**src/rtl/decode_ctrl_stage.sv**
```systemverilog
// Main decoder for the D stage of a 5-stage MIPS pipeline: combinational PC-redirect
// controls, registered E/M/W control bundle, and a mult/div busy counter that stalls HI/LO users.
module decode_ctrl_stage #(
  parameter int ALUOP_W     = 3,
  parameter int MULT_CYCLES = 5,
  parameter int DIV_CYCLES  = 10,
  parameter int CNT_W       = 5
) (
  input  logic               clk,
  input  logic               reset,
  input  logic [31:0]        IR_D,
  input  logic               valid_D,
  input  logic               flush_E,
  output logic [1:0]         EXTSrc_D,
  output logic               Branch_D,
  output logic               Jump_D,
  output logic               jr_D,
  output logic               PCSrc_D,
  output logic               stall_D,
  output logic               ALU_BSrc_E,
  output logic [ALUOP_W-1:0] ALUOp_E,
  output logic               MemWrite_E,
  output logic               RegWrite_E,
  output logic [1:0]         WASrc_E,
  output logic [1:0]         WDSrc_E,
  output logic [2:0]         MDOp_E,
  output logic               HLSel_E,
  output logic               RI_E,
  output logic               md_busy
);

  localparam logic [5:0] OP_RTYPE = 6'h00, OP_LW = 6'h23, OP_SW = 6'h2B, OP_ORI = 6'h0D;
  localparam logic [5:0] OP_LUI = 6'h0F, OP_BEQ = 6'h04, OP_J = 6'h02, OP_JAL = 6'h03;
  localparam logic [5:0] FN_ADDU = 6'h21, FN_SUBU = 6'h23, FN_JR = 6'h08, FN_MULT = 6'h18;
  localparam logic [5:0] FN_MULTU = 6'h19, FN_DIV = 6'h1A, FN_DIVU = 6'h1B, FN_MFHI = 6'h10;
  localparam logic [5:0] FN_MFLO = 6'h12, FN_MTHI = 6'h11, FN_MTLO = 6'h13;

  localparam logic [2:0] MD_MULT = 3'd1, MD_MULTU = 3'd2, MD_DIV = 3'd3, MD_DIVU = 3'd4;
  localparam logic [2:0] MD_MTHI = 3'd5, MD_MTLO = 3'd6;

  typedef struct packed {
    logic               alu_bsrc;
    logic [ALUOP_W-1:0] alu_op;
    logic               mem_write;
    logic               reg_write;
    logic [1:0]         wa_src;
    logic [1:0]         wd_src;
    logic [2:0]         md_op;
    logic               hl_sel;
    logic               ri;
  } ectl_t;

  ectl_t            dec_d;
  ectl_t            e_q;
  logic [1:0]       ext_src_d;
  logic             branch_d;
  logic             jump_d;
  logic             jr_d;
  logic             pcsrc_d;
  logic             hilo_use_d;
  logic [5:0]       op;
  logic [5:0]       funct;
  logic [CNT_W-1:0] cnt_q;
  logic [CNT_W-1:0] cnt_d;
  logic             md_start_e;

  assign op    = IR_D[31:26];
  assign funct = IR_D[5:0];

  always_comb begin
    dec_d      = '0;
    ext_src_d  = 2'd0;
    branch_d   = 1'b0;
    jump_d     = 1'b0;
    jr_d       = 1'b0;
    pcsrc_d    = 1'b0;
    hilo_use_d = 1'b0;
    if (valid_D && (IR_D != 32'd0)) begin
      case (op)
        OP_RTYPE: begin
          case (funct)
            FN_ADDU, FN_SUBU: begin
              dec_d.reg_write = 1'b1;
              dec_d.wa_src    = 2'd1;
              dec_d.wd_src    = 2'd1;
              dec_d.alu_op    = ALUOP_W'(4);
            end
            FN_JR: begin
              jump_d  = 1'b1;
              jr_d    = 1'b1;
              pcsrc_d = 1'b1;
            end
            FN_MULT:  begin dec_d.md_op = MD_MULT;  hilo_use_d = 1'b1; end
            FN_MULTU: begin dec_d.md_op = MD_MULTU; hilo_use_d = 1'b1; end
            FN_DIV:   begin dec_d.md_op = MD_DIV;   hilo_use_d = 1'b1; end
            FN_DIVU:  begin dec_d.md_op = MD_DIVU;  hilo_use_d = 1'b1; end
            FN_MTHI:  begin dec_d.md_op = MD_MTHI;  hilo_use_d = 1'b1; end
            FN_MTLO:  begin dec_d.md_op = MD_MTLO;  hilo_use_d = 1'b1; end
            FN_MFHI, FN_MFLO: begin
              dec_d.reg_write = 1'b1;
              dec_d.wa_src    = 2'd1;
              dec_d.wd_src    = 2'd3;
              dec_d.hl_sel    = (funct == FN_MFHI);
              hilo_use_d      = 1'b1;
            end
            default: dec_d.ri = 1'b1;
          endcase
        end
        OP_LW: begin
          dec_d.alu_bsrc  = 1'b1;
          dec_d.reg_write = 1'b1;
        end
        OP_SW: begin
          dec_d.alu_bsrc  = 1'b1;
          dec_d.mem_write = 1'b1;
        end
        OP_ORI: begin
          ext_src_d       = 2'd1;
          dec_d.alu_bsrc  = 1'b1;
          dec_d.alu_op    = ALUOP_W'(2);
          dec_d.reg_write = 1'b1;
          dec_d.wd_src    = 2'd1;
        end
        OP_LUI: begin
          ext_src_d       = 2'd2;
          dec_d.alu_bsrc  = 1'b1;
          dec_d.alu_op    = ALUOP_W'(3);
          dec_d.reg_write = 1'b1;
          dec_d.wd_src    = 2'd1;
        end
        OP_BEQ: begin
          branch_d = 1'b1;
          pcsrc_d  = 1'b1;
        end
        OP_J: begin
          jump_d  = 1'b1;
          pcsrc_d = 1'b1;
        end
        OP_JAL: begin
          jump_d          = 1'b1;
          pcsrc_d         = 1'b1;
          dec_d.reg_write = 1'b1;
          dec_d.wa_src    = 2'd2;
          dec_d.wd_src    = 2'd2;
        end
        default: dec_d.ri = 1'b1;
      endcase
    end
  end

  // The md op sitting in E counts as busy before the counter has been loaded.
  assign md_start_e = (e_q.md_op != 3'd0) && (e_q.md_op <= MD_DIVU);
  assign md_busy    = (cnt_q != '0) || md_start_e;
  assign stall_D    = hilo_use_d && md_busy;

  assign EXTSrc_D = stall_D ? 2'd0 : ext_src_d;
  assign Branch_D = branch_d && !stall_D;
  assign Jump_D   = jump_d && !stall_D;
  assign jr_D     = jr_d && !stall_D;
  assign PCSrc_D  = pcsrc_d && !stall_D;

  always_ff @(posedge clk) begin
    if (reset) begin
      e_q <= '0;
    end else if (flush_E || stall_D) begin
      e_q <= '0;
    end else begin
      e_q <= dec_d;
    end
  end

  always_comb begin
    cnt_d = cnt_q;
    if (reset) begin
      cnt_d = '0;
    end else if ((e_q.md_op == MD_MULT) || (e_q.md_op == MD_MULTU)) begin
      cnt_d = CNT_W'(MULT_CYCLES);
    end else if ((e_q.md_op == MD_DIV) || (e_q.md_op == MD_DIVU)) begin
      cnt_d = CNT_W'(DIV_CYCLES);
    end else if (cnt_q != '0) begin
      cnt_d = cnt_q - CNT_W'(1);
    end
  end

  always_ff @(posedge clk) begin
    cnt_q <= cnt_d;
  end

  assign ALU_BSrc_E = e_q.alu_bsrc;
  assign ALUOp_E    = e_q.alu_op;
  assign MemWrite_E = e_q.mem_write;
  assign RegWrite_E = e_q.reg_write;
  assign WASrc_E    = e_q.wa_src;
  assign WDSrc_E    = e_q.wd_src;
  assign MDOp_E     = e_q.md_op;
  assign HLSel_E    = e_q.hl_sel;
  assign RI_E       = e_q.ri;

endmodule

```
**config.mk**
```make
export PLATFORM = sky130hd
export DESIGN_NAME = decode_ctrl_stage
export DESIGN_NICKNAME = d
export VERILOG_FILES = /design/src/rtl/decode_ctrl_stage.sv
export SDC_FILE = /design/constraint.sdc
export NUM_CORES = 1
export LEC_CHECK = 0
export CAP_MARGIN = 40
export CORE_UTILIZATION = 42
export DETAILED_ROUTE_END_ITERATION = 12
export GPL_ROUTABILITY_DRIVEN = 0
export PLACE_DENSITY = 0.84
export SLEW_MARGIN = 20
export SYNTH_ARGS = -nofsm -noshare
export SYNTH_HDL_FRONTEND = slang
export SYNTH_SLANG_ARGS = --single-unit
```
**constraint.sdc**
```tcl
create_clock -name clk -period 3.9 [get_ports clk]
set_clock_uncertainty 0.15 [all_clocks]
set_input_delay 0.78 -clock clk [delete_from_list [all_inputs] [get_ports clk]]
set_output_delay 0.78 -clock clk [all_outputs]
set_load 0.005 [all_outputs]
```
; ---- Word-level counts from Yosys, hierarchy flattened
; Index checks and enable logic that the tools add are counted.
[classes]
addsub = 1
n_lt_le_gt_ge = 1
n_eq_ne = 22
n_mux = 29
n_bitwise = 3
reduce_logical = 33
[op_table]
columns = operator, count
row1 = equality test 6 x 5 -> 1 bit (second input constant), 8
row2 = nonzero test 32 bit, 1
row3 = equality test 6 bit (second input constant), 4
row4 = equality test 6 x 4 -> 1 bit (second input constant), 3
row5 = one-hot mux 3 bit (6 select lines), 1
row6 = two-way mux 1 bit, 13
row7 = equality test 6 x 2 -> 1 bit (second input constant), 2
row8 = OR reduction 4 bit, 3
row9 = OR reduction 11 bit, 1
row10 = one-hot mux 5 bit (2 select lines), 1
row11 = OR reduction 2 bit, 5
row12 = one-hot mux 3 bit (3 select lines), 1
row13 = OR reduction 3 bit, 3
row14 = two-way mux 4 bit, 2
row15 = one-hot mux 1 bit (2 select lines), 4
row16 = one-hot mux 2 bit (2 select lines), 2
row17 = OR reduction 8 bit, 1
row18 = logical AND 1 bit, 7
row19 = OR reduction 7 bit, 1
row20 = equality test 3 x 2 -> 1 bit (second input constant), 2
row21 = equality test 6 x 3 -> 1 bit (second input constant), 1
row22 = logical NOT 6 bit, 1
row23 = two-way mux 3 bit, 2
row24 = one-hot mux 2 bit (3 select lines), 1
row25 = 12 further kinds, 19
[totals]
ff_bits = 20
output_inout_bits = 23
word_cells = 101

; ---- Longest topological paths before layout
[depth]
ltp_word = 8
mapped_depth = 6
mapped_depth_nobuf = 6

; ---- Worst setup path after synthesis
; No wires, ideal clock.
[synth_path]
path_type = input port to output port
startpoint = input IR_D[29]
endpoint = output jr_D
arrival_ns = 1.910
path_slack_ns = 1.060
path_stages = 5
n_path_buf = 1
cell_sequence = buf_6 -> or4_4 -> nor3_4 -> o21ai_1 -> nor3_1
[synth_between]
elab_chain_len = 6
word_cells_on_any_way = 10
[synth_rtl]
columns = element, line
row1 = start: declaration, 11  ; input logic [31:0] IR_D,
row2 = nonzero test 32 bit or logical NOT 6 bit (tied branches), "78, 79"
row3 = logical AND 1 bit or two-way mux 1 bit (tied branches), "78, 79"
row4 = two-way mux 1 bit, 78  ; if (valid_D && (IR_D != 32'd0)) begin
row5 = logical AND 1 bit, 154  ; assign stall_D = hilo_use_d && md_busy;
row6 = logical NOT 1 bit, 159  ; assign jr_D = jr_d && !stall_D;
row7 = logical AND 1 bit (*), 159
row8 = end: declaration, 17  ; output logic jr_D,
; Every way passes the cells marked *; elsewhere a longest branch is shown, timed or not.

; ---- Worst setup path after layout
; Same ends and word-level chain as after synthesis.

==> reports/results.ini <==
[floorplanning]
chipWidth_um = 54.6
initial_core_util_pct = 45.7
die_area_um2 = 2980
core_um2 = 2540
num_rows = 18
die_height_um = 54.6
io_pins = 59

[route]
wire_per_inst_um = 13.7
route.detailed.drc = 0
routed_wirelength_mm = 3.27
vias = 1367
viasPerCell = 5.74
drtIter0Drc = 32
ant_nets = 0
first_pass_iters = 4

[critical_path]
ff2ff_path_depth = 6
max_stage_delay_ps = 590
crit_buf_inv = 2
path_cells = clkdlybuf4s50_1, or4_4, nor3_4, o21ai_2, nor3_2, clkdlybuf4s50_1
critPathTopFamily = buffers and inverters
r2r-end = RI_E$_SDFF_PP0_
rrSetupSlack_ps = 1810
crit_path_start_kind = input pin
worst_path_max_delay_cell = or4_4
r2r-start = cnt_q[0]$_SDFFE_PP0P_
crit_type = input pin to primary output
crit_top_cell = clkdlybuf4s50_1
worstPathRequired_ps = 2970
crit_arrival_ps = 2870
critical_path.max_fanout = 5
critPathCaptureType = primary output

[timing]
period_needed_ps = 3800
hold_violations = 0
slew_violations = 0
max_freq_ghz = 0.263
postLayoutSetupSlackWorst_ps = 103
holdWs_ps = 406
relSlewSlack_pct = 66.3
fin_crit_sh_pct = 97.3
setup_viol = 0
worst_pin_slew_ps = 502

[pwr]
power_density_nw_per_um2 = 347
ir_worst_vdd_v = 0.000341
power.leakage_nw = 0.646

[layout]
fin_nets = 248
mostFrequentLayoutCells = 58 x clkdlybuf4s50_1, 20 x dfxtp_1, 16 x nor2_1
n_antenna_cell = 0
final_util_pct = 72.7
instances_no_fill = 238
final_area_um2 = 1850
drive_gt1_share_pct = 9.62
nFillCells = 204
syn2layout_area_growth_pct = 58.9
final_common_cell = clkdlybuf4s50_1

[placement]
post-place-ws_ps = 77.1
hpwl_mm = 2.63
io_buffers = 58
dp.cells = 235
place_area_um2 = 1810

[grt]
use_met3_pct = 3.89
grt_pass1_vias = 1254
grt_max_degree = 11
antenna_found_initial = 0
track_usage_pct = 24.2
grt_pass1_wl_mm = 5.23
overflow = 0
met1_usage_pct = 31.3
met2_usage_pct = 39.6
top_usage_layer = met2

[synth]
synthesis.nets = 182
netlist_area_um2 = 1160
avgSynthCellArea_um2 = 8.08
synthCells = 144
ys_ff_latch = 20
synth-simple-area-share_pct = 38.9
synth_mux_area_share_pct = 2.58
synth_fa_ha_area_share_pct = 2.15
synth_top_family_by_area = simple AND/OR/NAND/NOR gates
seq_area_frac_synth_pct = 34.4
ys_types = 40
synth_compound_area_share_pct = 16.9
synth_xor_area_share_pct = 1.51
synth_warnings = 0

[clock_tree]
path_clk_slew_ps = 100
cts_tree = built
clk_path_buf_depth = 2
cts_buffers = 3
cts.htree.levels = 1
insertion_delay_ps = 300
cts_sinks = 20
clock-root-buffer = clkbuf_4

[min_path]
holdPathEnd = cnt_q[4]$_SDFFE_PP0P_
hp-start = cnt_q[4]$_SDFFE_PP0P_
holdPathStages = 2
min_path_type = flip-flop to flip-flop

[job]
cap_viol_max_count = 0

[outcome]
status = completed

routing by layer:
metal  vias up  wire length (um)
li1        681                 -
met4         0                39
met5         -                 0
met2        63              1600
met1       618              1390
met3         5               240
cell usage after synthesis (all sizes together):
master | instances | area (um2)
nand2 | 12 | 45.0
a21oi | 7 | 46.3
or3b | 1 | 8.76
a221oi | 1 | 8.76
o211a | 1 | 10.0
nand3 | 3 | 15.0
mux2i | 3 | 30.0
buf | 1 | 11.3
inv | 5 | 18.8
and3 | 2 | 12.5
nand4 | 3 | 18.8
o21ai | 8 | 43.8
nor3 | 13 | 76.3
dfxtp | 20 | 400
and4 | 1 | 8.76
a211oi | 3 | 22.5
or3 | 3 | 18.8
and2 | 2 | 12.5
a31oi | 2 | 12.5
a2111oi | 1 | 8.76
clkbuf | 3 | 11.3
or4b | 1 | 13.8
nor4 | 9 | 56.3
nor2b | 4 | 25.0
nand2b | 1 | 6.26
nor4bb | 1 | 10.0
nor4b | 2 | 23.8
o22ai | 2 | 12.5
o31ai | 3 | 22.5
xnor2 | 2 | 17.5
nor2 | 16 | 60.1
or4 | 1 | 11.3
ha | 2 | 25.0
nor3b | 4 | 30.0
a311oi | 1 | 8.76
final cells by class:
cell class	count	area, um2	share of cell area (%)
Clock buffer	3	22.5	1.22
Inverter	5	18.8	1.01
Multi-Input combinational cell	115	737	39.9
Sequential cell	20	400	21.7
Tap cell	30	37.5	2.03
Timing Repair Buffer	65	633	34.2
flip-flops by register name, indices dropped and copies added (netlist names), 2 cells and up:
register / cells
WASrc_E: 2
MDOp_E: 3
WDSrc_E: 2
cnt_q: 5
ALUOp_E: 3
worst min-delay path: stages, from the launching register on:
cell and delay (ps):
dfxtp_1 360, nand2_1 70, a221oi_1 70
kinds of logic after synthesis:
| group | count (synthesis) |
|---|---|
| and+or+nand+nor | 79 |
| adders and majority gates | 2 |
| muxes | 3 |
| AOI/OAI and AO/OA | 29 |
| DFF | 20 |
| buffers and inverters | 9 |
| xor gates and xnor gates | 2 |
repair_timing:
| action | in CTS | in global routing |
|---|---|---|
| endpoints found under the setup margin | 0 | 1 |
| resized for setup | 0 | 3 |
| hold buffers | 0 | 0 |
| setup buffers | 0 | 0 |
| endpoints found under the hold margin | 0 | 0 |
where the power goes:
| group | total, mW | leakage [nW] | switching, mW | internal [mW] |
|---|---|---|---|---|
| clock network | 0.0967 | 0.0138 | 0.0606 | 0.0360 |
| registers | 0.249 | 0.162 | 0.0225 | 0.227 |
| logic | 0.296 | 0.470 | 0.141 | 0.155 |
metrics by stage:
stage | TNS (ps) | power (mW)
final | 0 | 0.642
after global routing | -22.6 | 0.689
after CTS | 0 | 0.640
after detailed placement | 0 | 0.546
after global placement | 0 | 0.527
after floorplan | 0 | 0.439
how the worst max path moves through the flow:
| stage | startpoint | end | slack, ps | cells past startpoint |
|---|---|---|---|---|
| after global routing | IR_D[2] | PCSrc_D | -20 | 6 |
| after floorplan | IR_D[29] | jr_D | 1060 | 5 |
| final | IR_D[29] | jr_D | 100 | 6 |
| after detailed placement | IR_D[29] | jr_D | 80 | 6 |
| after CTS | IR_D[29] | jr_D | 60 | 6 |
| after global placement | IR_D[29] | jr_D | 110 | 6 |
Power figures use the tool's default switching activity.
